==> src/rtl/main_memory_arbiter_pkg.sv <==
// rtl/main_memory_arbiter_pkg.sv - shared types and constants for the main-memory arbiter
package main_memory_arbiter_pkg;

  typedef enum logic [1:0] {
    IDLE    = 2'd0,
    BUSY    = 2'd1,
    RELEASE = 2'd2
  } state_t;

  localparam logic PORT_IFETCH = 1'b0;
  localparam logic PORT_DATA   = 1'b1;

  localparam int DEFAULT_DATAWIDTH_BUS  = 32;
  localparam int DEFAULT_TIMEOUT_CYCLES = 255;

  // Timeout counter is never narrower than 8 bits.
  function automatic int tmo_cnt_width(input int timeout_cycles);
    int w;
    w = $clog2(timeout_cycles + 1);
    return (w > 8) ? w : 8;
  endfunction

endpackage

==> src/rtl/main_memory_arbiter_rr_grant_pointer.sv <==
// rtl/main_memory_arbiter_rr_grant_pointer.sv - two-port round-robin winner select
// last_grant starts at PORT_DATA so the first tie goes to PORT_IFETCH.
module rr_grant_pointer
  import main_memory_arbiter_pkg::*;
(
  input  logic       clk,
  input  logic       reset,
  input  logic [1:0] req,
  input  logic       grant_en,
  output logic       winner,
  output logic       valid
);

  logic last_grant;

  always_comb begin
    valid  = |req;
    winner = PORT_IFETCH;
    if (req == 2'b11) begin
      winner = ~last_grant;
    end else if (req[1]) begin
      winner = PORT_DATA;
    end
  end

  always_ff @(posedge clk) begin
    if (reset) begin
      last_grant <= PORT_DATA;
    end else if (grant_en && valid) begin
      last_grant <= winner;
    end
  end

endmodule

==> src/rtl/main_memory_arbiter.sv <==
// rtl/main_memory_arbiter.sv - round-robin arbiter sharing one main-memory port between fetch and data
// Optional BUSY timeout abort enabled by defining MAIN_MEMORY_ARBITER_TIMEOUT_EN.
module main_memory_arbiter
  import main_memory_arbiter_pkg::*;
#(
  parameter int DATAWIDTH_BUS  = DEFAULT_DATAWIDTH_BUS,
  parameter int TIMEOUT_CYCLES = DEFAULT_TIMEOUT_CYCLES
) (
  input  logic                     MAIN_MEMORY_ARBITER_CLOCK_50,
  input  logic                     MAIN_MEMORY_ARBITER_ResetInHigh_In,
  input  logic                     MAIN_MEMORY_ARBITER_REQ0_Req_In,
  input  logic                     MAIN_MEMORY_ARBITER_REQ1_Req_In,
  input  logic                     MAIN_MEMORY_ARBITER_REQ0_Wr_In,
  input  logic                     MAIN_MEMORY_ARBITER_REQ1_Wr_In,
  input  logic [DATAWIDTH_BUS-1:0] MAIN_MEMORY_ARBITER_REQ0_Addr_InBus,
  input  logic [DATAWIDTH_BUS-1:0] MAIN_MEMORY_ARBITER_REQ1_Addr_InBus,
  input  logic [DATAWIDTH_BUS-1:0] MAIN_MEMORY_ARBITER_REQ0_Data_InBus,
  input  logic [DATAWIDTH_BUS-1:0] MAIN_MEMORY_ARBITER_REQ1_Data_InBus,
  output logic                     MAIN_MEMORY_ARBITER_REQ0_Ack_Out,
  output logic                     MAIN_MEMORY_ARBITER_REQ1_Ack_Out,
  output logic [DATAWIDTH_BUS-1:0] MAIN_MEMORY_ARBITER_REQ0_Data_OutBus,
  output logic [DATAWIDTH_BUS-1:0] MAIN_MEMORY_ARBITER_REQ1_Data_OutBus,
  output logic                     MAIN_MEMORY_ARBITER_Err_Out,
  output logic [DATAWIDTH_BUS-1:0] MAIN_MEMORY_ARBITER_MEM_A_OutBus,
  output logic [DATAWIDTH_BUS-1:0] MAIN_MEMORY_ARBITER_MEM_B_OutBus,
  output logic                     MAIN_MEMORY_ARBITER_MEM_RD_Out,
  output logic                     MAIN_MEMORY_ARBITER_MEM_WRMain_Out,
  input  logic                     MAIN_MEMORY_ARBITER_MEM_ACK_In,
  input  logic [DATAWIDTH_BUS-1:0] MAIN_MEMORY_ARBITER_MEM_Data_InBus
);

  logic clk;
  logic reset;
  logic mem_ack;

  state_t state;
  state_t next_state;

  logic grant_en;
  logic grant_winner;
  logic grant_valid;
  logic timeout_hit;

  logic                     winner_q, winner_d;
  logic                     rd_q, rd_d;
  logic                     wr_q, wr_d;
  logic                     ack0_q, ack0_d;
  logic                     ack1_q, ack1_d;
  logic                     err_q, err_d;
  logic [DATAWIDTH_BUS-1:0] a_q, a_d;
  logic [DATAWIDTH_BUS-1:0] b_q, b_d;
  logic [DATAWIDTH_BUS-1:0] do0_q, do0_d;
  logic [DATAWIDTH_BUS-1:0] do1_q, do1_d;

  assign clk      = MAIN_MEMORY_ARBITER_CLOCK_50;
  assign reset    = MAIN_MEMORY_ARBITER_ResetInHigh_In;
  assign mem_ack  = MAIN_MEMORY_ARBITER_MEM_ACK_In;
  assign grant_en = (state == IDLE);

  rr_grant_pointer u_rr_grant_pointer (
    .clk      (clk),
    .reset    (reset),
    .req      ({MAIN_MEMORY_ARBITER_REQ1_Req_In, MAIN_MEMORY_ARBITER_REQ0_Req_In}),
    .grant_en (grant_en),
    .winner   (grant_winner),
    .valid    (grant_valid)
  );

`ifdef MAIN_MEMORY_ARBITER_TIMEOUT_EN
  localparam int CNT_W = tmo_cnt_width(TIMEOUT_CYCLES);

  logic [CNT_W-1:0] tmo_cnt;

  // Counter is zero on the first BUSY cycle, so expiry lands on BUSY cycle TIMEOUT_CYCLES.
  always_ff @(posedge clk) begin
    if (reset || state != BUSY) begin
      tmo_cnt <= '0;
    end else begin
      tmo_cnt <= tmo_cnt + 1'b1;
    end
  end

  assign timeout_hit = (state == BUSY) && (tmo_cnt == CNT_W'(TIMEOUT_CYCLES - 1));
`else
  assign timeout_hit = 1'b0;
`endif

  always_ff @(posedge clk) begin
    if (reset) begin
      state <= IDLE;
    end else begin
      state <= next_state;
    end
  end

  always_comb begin
    next_state = state;
    case (state)
      IDLE:    if (grant_valid) next_state = BUSY;
      BUSY:    if (mem_ack || timeout_hit) next_state = RELEASE;
      RELEASE: next_state = IDLE;
      default: next_state = IDLE;
    endcase
  end

  always_comb begin
    winner_d = winner_q;
    rd_d     = rd_q;
    wr_d     = wr_q;
    a_d      = a_q;
    b_d      = b_q;
    do0_d    = do0_q;
    do1_d    = do1_q;
    ack0_d   = 1'b0;
    ack1_d   = 1'b0;
    err_d    = 1'b0;
    case (state)
      IDLE: begin
        if (grant_valid) begin
          winner_d = grant_winner;
          if (grant_winner == PORT_DATA) begin
            a_d  = MAIN_MEMORY_ARBITER_REQ1_Addr_InBus;
            b_d  = MAIN_MEMORY_ARBITER_REQ1_Data_InBus;
            wr_d = MAIN_MEMORY_ARBITER_REQ1_Wr_In;
          end else begin
            a_d  = MAIN_MEMORY_ARBITER_REQ0_Addr_InBus;
            b_d  = MAIN_MEMORY_ARBITER_REQ0_Data_InBus;
            wr_d = MAIN_MEMORY_ARBITER_REQ0_Wr_In;
          end
          rd_d = ~wr_d;
        end
      end
      BUSY: begin
        // A real ACK takes precedence over an expiry in the same cycle.
        if (mem_ack || timeout_hit) begin
          rd_d  = 1'b0;
          wr_d  = 1'b0;
          err_d = ~mem_ack;
          if (winner_q == PORT_DATA) begin
            ack1_d = 1'b1;
            if (!mem_ack)  do1_d = '0;
            else if (rd_q) do1_d = MAIN_MEMORY_ARBITER_MEM_Data_InBus;
          end else begin
            ack0_d = 1'b1;
            if (!mem_ack)  do0_d = '0;
            else if (rd_q) do0_d = MAIN_MEMORY_ARBITER_MEM_Data_InBus;
          end
        end
      end
      default: ;
    endcase
  end

  always_ff @(posedge clk) begin
    if (reset) begin
      winner_q <= PORT_IFETCH;
      rd_q     <= 1'b0;
      wr_q     <= 1'b0;
      a_q      <= '0;
      b_q      <= '0;
      do0_q    <= '0;
      do1_q    <= '0;
      ack0_q   <= 1'b0;
      ack1_q   <= 1'b0;
      err_q    <= 1'b0;
    end else begin
      winner_q <= winner_d;
      rd_q     <= rd_d;
      wr_q     <= wr_d;
      a_q      <= a_d;
      b_q      <= b_d;
      do0_q    <= do0_d;
      do1_q    <= do1_d;
      ack0_q   <= ack0_d;
      ack1_q   <= ack1_d;
      err_q    <= err_d;
    end
  end

  assign MAIN_MEMORY_ARBITER_REQ0_Ack_Out     = ack0_q;
  assign MAIN_MEMORY_ARBITER_REQ1_Ack_Out     = ack1_q;
  assign MAIN_MEMORY_ARBITER_REQ0_Data_OutBus = do0_q;
  assign MAIN_MEMORY_ARBITER_REQ1_Data_OutBus = do1_q;
  assign MAIN_MEMORY_ARBITER_Err_Out          = err_q;
  assign MAIN_MEMORY_ARBITER_MEM_A_OutBus     = a_q;
  assign MAIN_MEMORY_ARBITER_MEM_B_OutBus     = b_q;
  assign MAIN_MEMORY_ARBITER_MEM_RD_Out       = rd_q;
  assign MAIN_MEMORY_ARBITER_MEM_WRMain_Out   = wr_q;

endmodule

==> config.mk <==
export PLATFORM = sky130hd
export DESIGN_NAME = main_memory_arbiter
export DESIGN_NICKNAME = d
export VERILOG_FILES = /design/src/rtl/main_memory_arbiter_pkg.sv /design/src/rtl/main_memory_arbiter_rr_grant_pointer.sv /design/src/rtl/main_memory_arbiter.sv
export SDC_FILE = /design/constraint.sdc
export NUM_CORES = 1
export LEC_CHECK = 0
export CORE_AREA = 2 2 118 120
export DETAILED_ROUTE_END_ITERATION = 6
export DIE_AREA = 0 0 120 122
export DONT_BUFFER_PORTS = 1
export GPL_TIMING_DRIVEN = 0
export MAX_ROUTING_LAYER = met4
export PLACE_DENSITY = 0.55
export SLEW_MARGIN = 20
export SYNTH_ARGS = -nofsm -noshare
export SYNTH_HDL_FRONTEND = slang
export SYNTH_SLANG_ARGS = --single-unit
==> constraint.sdc <==
create_clock -name MAIN_MEMORY_ARBITER_CLOCK_50 -period 3.9 [get_ports MAIN_MEMORY_ARBITER_CLOCK_50]
set_input_delay 0.39 -clock MAIN_MEMORY_ARBITER_CLOCK_50 [delete_from_list [all_inputs] [get_ports MAIN_MEMORY_ARBITER_CLOCK_50]]
set_output_delay 0.39 -clock MAIN_MEMORY_ARBITER_CLOCK_50 [all_outputs]
set_load 0.05 [all_outputs]
; Yosys cells after proc, flatten, opt, wreduce, memory -nomap -nowiden
; Index checks and enable logic that the tools add are counted.
[totals]
reg_bits = 137
out_inout_bits = 133
[op_classes]
eq_ne = 4
n_mux = 17
bitwise = 5
reduce_logical = 10
[op_table]
columns = cell, count
row1 = 32-bit 2-to-1 mux, 2
row2 = 1-bit 2-to-1 mux, 10
row3 = 4-bit AND reduction, 2
row4 = 1-bit inverter, 5
row5 = 2-bit 2-to-1 mux, 2
row6 = 2-bit inequality test (second input constant), 2
row7 = 1-bit case mux with 2 select lines, 2
row8 = 2-bit case mux with 2 select lines, 1
row9 = 2-bit AND reduction, 2
row10 = 3-bit AND reduction, 1
row11 = 3-bit OR reduction, 1
row12 = 2-bit by 1-bit == test with 1-bit output (second input constant), 1
row13 = 2-bit == test (second input constant), 1
row14 = 2-bit zero test, 1
row15 = 2-bit nonzero test, 1
row16 = 2-bit OR reduction, 1
row17 = 1-bit logical AND, 1

; Depth between registers and ports, before layout
; Gate-level depths: netlist of the first run.
[depth]
word_depth = 8
depth_mapped = 7
ltp_nobuf = 4

; Hierarchy
; Synthesis of the first run repeated with hierarchy kept, for this count alone.
[hier_totals]
hier_cells = 563
area_unflattened_um2 = 5529.1
[modules_own_cells]
columns = module, instances, cells_each, area_per_inst_um2, seq_area_each_um2
row1 = main_memory_arbiter, 1, 557, 5472.7, 2722.6
row2 = rr_grant_pointer, 1, 6, 56.3, 20.0

; Least setup slack after synthesis of the first run
; Ideal clock, no wire load.
[synth_timing]
path_kind = register to register
start = reg rd_q, in the netlist MAIN_MEMORY_ARBITER_MEM_RD_Out
end = reg do1_q[1], in the netlist MAIN_MEMORY_ARBITER_REQ1_Data_OutBus[1]
setup_time_ps = 132
arrival_time_ps = 1569
required_time_ps = 3768
setup_slack_ps = 2199
stages_incl_launch_ff = 7
period_less_slack_ps = 1701
cell_sequence = dfxtp_1 -> inv_1 -> or3_1 -> buf_2 -> buf_6 -> nand2_1 -> a21oi_1
[synth_between]
elab_chain_len = 1
[synth_lines]
columns = element, line
row1 = "start, declared", main_memory_arbiter.sv:45  ; logic rd_q, rd_d;
row2 = "start signal, assigned", main_memory_arbiter.sv:168  ; rd_q <= rd_d;
row3 = 4-bit AND reduction (no source line), --
row4 = "end signal, assigned", main_memory_arbiter.sv:173  ; do1_q <= do1_d;
row5 = "end, declared", main_memory_arbiter.sv:53  ; logic [DATAWIDTH_BUS-1:0] do1_q, do1_d;
; Every way passes these cells.
; A chain may end at the register's enable or synchronous reset.

; Worst setup path in the final report of the first run
[layout_timing]
start = reg rd_q, in the netlist MAIN_MEMORY_ARBITER_MEM_RD_Out
end = reg do0_q[26], in the netlist MAIN_MEMORY_ARBITER_REQ0_Data_OutBus[26]
[layout_between]
elab_chain_len = 1
[layout_lines]
columns = element, line
row1 = 4-bit AND reduction (no source line), --
row2 = "end signal, assigned", main_memory_arbiter.sv:172  ; do0_q <= do0_d;
row3 = "end, declared", main_memory_arbiter.sv:52  ; logic [DATAWIDTH_BUS-1:0] do0_q, do0_d;
; Every way passes these cells.

==> results of run 1 <==
==> logic make-up (layout without fill, tap and decap cells) <==
kind of cell           after synthesis  after routing
AO/OA/AOI/OAI                      138            138
AND/OR/NAND/NOR                    339            339
buffers and inverters               60             92
other                                1              1
flip-flops                         137            137
==> final cells by class <==
class                   count  share of cell area (%)
flip-flops and latches    137                    43.5
multi-input cells         478                    37.6
clock buffers              23                    7.74
plain buffers              58                    5.37
well taps                 180                    3.57
clock inverters             9                    2.16
inverters                   2                   0.119
==> placed cells by master (no fill, tap or decap), types with 10 or more instances in the layout <==
cell / Yosys / layout
clkbuf_16: 0 / 17
a311oi_1: 55 / 55
a311oi_2: 10 / 10
clkbuf_1: 16 / 18
nand2_1: 258 / 258
dfxtp_1: 137 / 137
nor2_1: 58 / 58
buf_2: 28 / 28
a21oi_1: 67 / 67
nor2_2: 11 / 11
==> metal layers <==
layer  global-route usage, %  vias to the layer above  part of all wire [%]
met5                       -                        -                     0
met4                    7.72                        0                   1.6
met2                    39.4                      209                    51
li1                        -                     2320                     -
met3                    10.4                       20                    12
met1                    21.9                     2162                    36
==> registers in the layout, summed over array words and instances, names as in the netlist <==
| register | cells |
|---|---|
| MAIN_MEMORY_ARBITER_Err_Out | 1 |
| MAIN_MEMORY_ARBITER_MEM_A_OutBus | 32 |
| MAIN_MEMORY_ARBITER_MEM_B_OutBus | 32 |
| MAIN_MEMORY_ARBITER_MEM_RD_Out | 1 |
| MAIN_MEMORY_ARBITER_MEM_WRMain_Out | 1 |
| MAIN_MEMORY_ARBITER_REQ0_Ack_Out | 1 |
| MAIN_MEMORY_ARBITER_REQ0_Data_OutBus | 32 |
| MAIN_MEMORY_ARBITER_REQ1_Ack_Out | 1 |
| MAIN_MEMORY_ARBITER_REQ1_Data_OutBus | 32 |
| state | 2 |
| u_rr_grant_pointer.last_grant | 1 |
| winner_q | 1 |
==> how the worst min path moves through the flow <==
stage,from,end,slack (ns)
floorplan,winner_q$_SDFFE_PP0P_,MAIN_MEMORY_ARBITER_REQ0_Ack_Out$_SDFF_PP0_,0.46
detailed placement,winner_q$_SDFFE_PP0P_,MAIN_MEMORY_ARBITER_REQ0_Ack_Out$_SDFF_PP0_,0.51
CTS,MAIN_MEMORY_ARBITER_MEM_Data_InBus[1],MAIN_MEMORY_ARBITER_REQ0_Data_OutBus[1]$_SDFFE_PP0P_,0.09
global placement,winner_q$_SDFFE_PP0P_,MAIN_MEMORY_ARBITER_REQ0_Ack_Out$_SDFF_PP0_,0.49
finish,MAIN_MEMORY_ARBITER_MEM_Data_InBus[1],MAIN_MEMORY_ARBITER_REQ0_Data_OutBus[1]$_SDFFE_PP0P_,0.11
global route,MAIN_MEMORY_ARBITER_MEM_Data_InBus[3],MAIN_MEMORY_ARBITER_REQ0_Data_OutBus[3]$_SDFFE_PP0P_,0.09
==> stage by stage <==
step	worst slack (ns)	instance area (µm²)	total power, mW	utilization [%]
floorplan	2.20	5460	2.14	-
global placement	1.78	5680	2.23	42.1
detailed placement	1.73	5680	2.24	42.1
CTS	2.03	6310	3.92	46.7
global route	1.94	6310	4.04	46.7
finish	2.04	6310	3.88	46.7
==> power breakdown <==
part / internal (mW) / switching (mW) / total [mW]
logic: 0.129 / 0.213 / 0.342
clock network: 1.08 / 0.596 / 1.67
registers: 1.49 / 0.374 / 1.87
==> summary.md, run 1 <==
| Metric | Value |
|---|---|
| Outcome | `finished clean` |
| Vias in the first global route | `4762` |
| Post-synth top area cell | `dfxtp_1` |
| Number of vias per cell | `5.31` |
| Post-synthesis mux area share | `0%` |
| WP data required | `around 4.2 ns` |
| CP max stage delay | `roughly 0.68 ns` |
| Final period util | `47.6%` |
| RePlAce Congestion | `0.803` |
| Worst Setup EP | `MAIN_MEMORY_ARBITER_REQ0_Data_OutBus[26]$_SDFFE_PP0P_` |
| Top-count cell post-synth | `nand2_1` |
| Setup Fix Bufs, Post-CTS | `0` |
| Port bufs | `0` |
| Max rail drop VDD | `0.000310 V` |
| Multi-input logic area | `2370 µm²` |
| Synth area leaders | `dfxtp_1 50%, nand2_1 18%, a311oi_1 8.8%` |
| Max clock buf depth | `2` |
| Routed wire per std cell | `18.3 µm` |
| Levels on crit path | `6` |
| Hold Buf Count CTS | `0` |
| FF+latch count, synth | `137` |
| Post-Synthesis Cells | `675` |
| Worst hold slack | `0.111 ns` |
| TritonCTS buffer count | `17` |
| Crit path DAT | `2.13 ns` |
| # IOs | `300` |
| Routed vias | `4711` |
| Detail Route Antenna Nets | `0` |
| Leak | `2.33 nW` |
| Largest family of logic cells by synthesized area | `simple AND/OR/NAND/NOR gates` |
| Slowest cell on crit path | `dfxtp_1` |
| Clk pin slew, worst setup/hold paths | `roughly 0.06 ns` |
| CP endpoint kind | `register` |
| Gr ovfl total | `0` |
| Synth Area per Inst | `8.09 µm²` |
| Crit-path leading delay family | `flip-flops` |
| Yosys warnings | `0` |
| Share of async-settable or async-resettable flops after synthesis | `0%` |
| First-pass GRT wire length | `24800 µm` |
| Num Clock Sinks | `about 140` |
| Adder-Cell Fraction of Synth Area | `0%` |
| Final net count | `861` |
| Worst hold path type | `in2reg` |
| Die area | `14600 µm²` |
| Area Overhead vs Synth | `15.6%` |
| Mapped cell area | `5460 µm²` |
| R2R Path End | `MAIN_MEMORY_ARBITER_REQ0_Data_OutBus[26]$_SDFFE_PP0P_` |
| Dpl cells | `855` |
| Synth Area in Compound Gates | `18.7%` |
| Final setup vio count | `0` |
| Largest net degree at the start of global routing | `17` |
| Simple-Gate Fraction of Synth Area | `24.7%` |
| FP Rows | `43` |
| Pins Over Slew Limit | `0` |
| Cells on worst reg2reg path | `6` |
| Netlist cell types | `29` |
| Final non-filler cell total | `887` |
| Flop-to-flop setup slack | `about 2.0 ns` |
| Diodes inserted | `0` |
| Main flop type after synthesis | `dfxtp_1` |
| CP max FO | `10` |
| Die Ht | `around 120 µm` |
| CTS root buf | `clkbuf_16` |
| RSZ-0062 raised after global routing | `no` |
| Final wirelength | `16300 µm` |
| Startpoint types | `register` |
| Area of the core | `about 14000 µm²` |
| Worst path cell trace | `inv_1 > or3_1 > buf_2 > buf_6 > nand2_1 > a21oi_1` |
| Final clock skew | `approximately 0.010 ns` |
| Setup Crit Path Kind | `reg2reg` |
| Hpwl dp | `between 10000 and 15000 µm` |
| Hold Fails Final Rpt | `0` |
| CP startpoint | `MAIN_MEMORY_ARBITER_MEM_RD_Out$_SDFFE_PP0P_` |
| Syn_nets | `about 840` |
| Cell Pwr Density | `~620 nW/µm²` |
| Starting Density | `40.4%` |
| CTS resizes | `0` |
| Initial DRT Pass Iterations | `4` |
| # DRC | `0` |
| Hold path depth | `2` |
| Clock insertion delay at the later pin of the skew report | `a little over 0.4 ns` |
| Buf/Inv on CP | `3` |
| Max cap viols | `0` |
| Filler Cell Count | `1419` |
| Number of H-tree levels | `4` |
| Fmax | `0.539 GHz` |
| TNS Setup | `0 ns` |
| Die width | `between 100 and 150 µm` |
| Post-route minimum period | `1.86 ns` |
| Initial DRC count | `151` |
| Initial antenna violation count | `0` |
| Worst-margin pin slew | `roughly 0.64 ns` |
| FF+latch area | `roughly 2700 µm²` |
| Slew headroom | `between 50% and 60%` |
| Top cell type's share of synthesized area | `50.2%` |
| CTS tree | `yes` |
| Synth Area in XOR/XNOR | `0%` |
| Layout cells sized above 1 | `13.7%` |
| Critical R2R Launch | `MAIN_MEMORY_ARBITER_MEM_RD_Out$_SDFFE_PP0P_` |
| Synth cell count leaders | `258 x nand2_1, 137 x dfxtp_1, 67 x a21oi_1` |
| Post-synth EDFFs | `0` |
| Seq/Total Area, Yosys | `50.2%` |
| GR Util All Layers | `22.4%` |
(Power assumes the default switching activity.)
==> inputs of run 2 (changes only) <==
--- a/config.mk
+++ b/config.mk
@@ -11,7 +11,7 @@
 export DONT_BUFFER_PORTS = 1
 export GPL_TIMING_DRIVEN = 0
 export MAX_ROUTING_LAYER = met4
-export PLACE_DENSITY = 0.55
+export PLACE_DENSITY = 0.57
 export SLEW_MARGIN = 20
 export SYNTH_ARGS = -nofsm -noshare
 export SYNTH_HDL_FRONTEND = slang
==> constraint.sdc (replaced) <==
create_clock -name MAIN_MEMORY_ARBITER_CLOCK_50 -period 1.55 [get_ports MAIN_MEMORY_ARBITER_CLOCK_50]
set_input_delay 0.155 -clock MAIN_MEMORY_ARBITER_CLOCK_50 [delete_from_list [all_inputs] [get_ports MAIN_MEMORY_ARBITER_CLOCK_50]]
set_output_delay 0.155 -clock MAIN_MEMORY_ARBITER_CLOCK_50 [all_outputs]
set_load 0.05 [all_outputs]
==> run 2 against run 1 <==
Effect of this change: the run now ends with design-rule violations left; combinational power rose to 3.9 times the previous value; first-iteration DRC count up 110%; clock-buffer cell count down 1; setup slack worse by 2.0 ns; clock power rose to 2.8 times the previous value; wire length up 17%; register-to-register slack worse by 2.0 ns; largest power group is now clock; via count up 19%; sequential share of layout area down 9.7 points.
==> summary.md, run 2 (synthesized netlist as in run 1, its figures left out) <==
| Metric | Value |
|---|---|
| Outcome | `complete, but fails checks` |
| Failing checks | `design-rule violations` |
| Max cap viols | `0 (unchanged)` |
| Slew headroom | `57.0% (-0.11 points)` |
| Leak | `3.12 nW (+34%)` |
| Clk pin slew, worst setup/hold paths | `0.06 ns (about the same)` |
| Port bufs | `0 (unchanged)` |
| Max clock buf depth | `2 (unchanged)` |
| Final period util | `97.3% (+50 points)` |
| Critical R2R Launch | `MAIN_MEMORY_ARBITER_MEM_RD_Out$_SDFFE_PP0P_` |
| Commonest non-fill, non-tap cell in the layout | `nand2_1` |
| Num Clock Sinks | `137 (unchanged)` |
| Worst hold endpoint | `u_rr_grant_pointer.last_grant$_SDFFE_PP1P_` |
| Starting Density | `40.4% (unchanged)` |
| Worst hold path type | `in2reg` |
| RSZ-0062 raised after global routing | `yes` |
| Hold Fails Final Rpt | `0 (unchanged)` |
| Vias in the first global route | `5689 (+19%)` |
| Multi-input logic area | `2400 µm² (+1.3%)` |
| Filler Cell Count | `1136 (-20%)` |
| Final wirelength | `19100 µm (+17%)` |
| Largest net degree at the start of global routing | `17 (unchanged)` |
| FF+latch area | `2750 µm² (+0.36%)` |
| GR Util All Layers | `25.5% (+3.1 points)` |
| Post-route minimum period | `1.51 ns (-0.347 ns)` |
| Detail Route Antenna Nets | `0 (unchanged)` |
| # IOs | `300 (unchanged)` |
| Cells on worst reg2reg path | `6 (unchanged)` |
| Area Overhead vs Synth | `49.3%` |
| Die Ht | `122 µm (unchanged)` |
| Layout cells sized above 1 | `12.8% (-0.91 points)` |
| Crit path DAT | `1.79 ns (-0.34 ns)` |
| CP endpoint kind | `register` |
| Gr ovfl total | `0 (unchanged)` |
| R2R Path End | `MAIN_MEMORY_ARBITER_REQ1_Data_OutBus[28]$_SDFFE_PP0P_` |
| CP max FO | `10 (unchanged)` |
| Clock insertion delay at the later pin of the skew report | `0.42 ns (about the same)` |
| Area of the core | `13500 µm² (unchanged)` |
| Initial antenna violation count | `0 (unchanged)` |
| Worst-margin pin slew | `0.646 ns (+0.00167 ns)` |
| Number of H-tree levels | `4 (unchanged)` |
| Final clock skew | `0.00745 ns (-0.00266 ns)` |
| WP data required | `1.83 ns (-2.34 ns)` |
| # DRC | `3 (+3)` |
| Hold path depth | `3 (+1)` |
| Hpwl dp | `12600 µm (-0.45%)` |
| Most frequent cells in the layout | `258 x nand2_1, 164 x dlygate4sd3_1, 133 x dfxtp_1, 67 x a21oi_1, 58 x nor2_1` |
| TritonCTS buffer count | `17 (unchanged)` |
| CTS root buf | `clkbuf_16` |
| Startpoint types | `register` |
| CTS tree | `yes` |
| Min-delay src | `MAIN_MEMORY_ARBITER_REQ1_Req_In` |
| RePlAce Congestion | `0.781 (-2.7%)` |
| Die width | `120 µm (unchanged)` |
| Routed wire per std cell | `18.1 µm (-1.4%)` |
| Cell Pwr Density | `1320 nW/µm² (+110%)` |
| Number of vias per cell | `5.32 (+0.22%)` |
| Routed vias | `5610 (+19%)` |
| Placed Area | `5690 µm² (about the same)` |
| Initial DRT Pass Iterations | `7 (+3)` |
| FP Rows | `43 (unchanged)` |
| Diodes inserted | `0 (unchanged)` |
| Flop-to-flop setup slack | `0.04 ns (-2.00 ns)` |
| Design Area, Final | `8150 µm² (+29%)` |
| First-pass GRT wire length | `28600 µm (+15%)` |
| Max rail drop VDD | `0.000678 V (+120%)` |
| Setup Crit Path Kind | `reg2reg` |
| Worst hold slack | `0.0486 ns (-0.0620 ns)` |
| Initial DRC count | `324 (+110%)` |
| Final setup vio count | `0 (unchanged)` |
| Fmax | `0.663 GHz (+23%)` |
| Pins Over Slew Limit | `0 (unchanged)` |
| Die area | `14600 µm² (unchanged)` |
| Final net count | `1028 (+19%)` |
## run 2: cell count changes in the layout (fill, tap and decap cells not counted), sizes merged
cell and delta:
buf -9, bufinv +3, clkbuf +11, clkinv -2, clkinvlp -1, dlygate4sd3 +164
inv +1
## run 2: metrics by stage
stage          power (mW)  TNS [ns]  instances  worst slack [ns]  util, %
2_1_floorplan        5.38         0        675            0.0439        -
3_3_place_gp         5.60    -13.56        855            -0.351     42.1
3_5_place_dp         5.64    -14.82        855            -0.370     42.1
4_1_cts              10.7         0       1051           0.00947     59.4
5_1_grt              11.1    -0.234       1054           -0.0199     60.4
6_report             10.8         0       1054            0.0413     60.4
## run 2: area by class of cell
class,count,area share (%)
flip-flops and latches,137,33.8
multi-input cells,478,29.4
repair buffers,167,20.4
clock buffers,22,5.94
plain buffers,58,4.96
well taps,180,2.76
clock inverters,10,2.58
inverters,2,0.123
## run 2: timing repair
action                                  in CTS  in global routing
endpoints found under the setup margin      60                124
endpoints found under the hold margin      135                  0
hold buffers                               164                  0
gates cloned                                 0                  0
pin swaps                                    0                  4
resized for setup                            2                 44
buffers inserted                             0                  3
## run 2: metal layers
metal	vias to the layer above	track usage (%)	share of wire (%)
li1	2647	-	-
met1	2618	26.0	36
met2	297	43.9	51
met3	48	9.88	10
met4	0	10.7	2.3
met5	-	-	0
## run 2: how the worst max path moves through the flow
stage                                                                       end                                   startpoint  slack [ns]
final                     MAIN_MEMORY_ARBITER_REQ1_Data_OutBus[28]$_SDFFE_PP0P_  MAIN_MEMORY_ARBITER_MEM_RD_Out$_SDFFE_PP0P_        0.04
after global routing      MAIN_MEMORY_ARBITER_REQ1_Data_OutBus[19]$_SDFFE_PP0P_                        state[1]$_SDFFE_PP0P_       -0.02
after floorplan            MAIN_MEMORY_ARBITER_REQ1_Data_OutBus[1]$_SDFFE_PP0P_  MAIN_MEMORY_ARBITER_MEM_RD_Out$_SDFFE_PP0P_        0.04
after CTS                     MAIN_MEMORY_ARBITER_MEM_A_OutBus[30]$_SDFFE_PP0P_   u_rr_grant_pointer.last_grant$_SDFFE_PP1P_       0.009
after detailed placement  MAIN_MEMORY_ARBITER_REQ0_Data_OutBus[14]$_SDFFE_PP0P_           MAIN_MEMORY_ARBITER_ResetInHigh_In       -0.37
after global placement    MAIN_MEMORY_ARBITER_REQ0_Data_OutBus[22]$_SDFFE_PP0P_           MAIN_MEMORY_ARBITER_ResetInHigh_In       -0.35
## run 2: where the power goes
part,internal [mW],switching [mW]
clock network,3.20,1.54
logic,0.643,0.675
registers,3.75,0.955
total,7.60,3.17
## run 2: critical path: stages, from the launching register on
cell,delay (ns)
dfxtp_4,0.46
inv_4,0.07
or3_1,0.38
buf_4,0.17
buf_6,0.14
nand2_1,0.07
a21oi_1,0.08
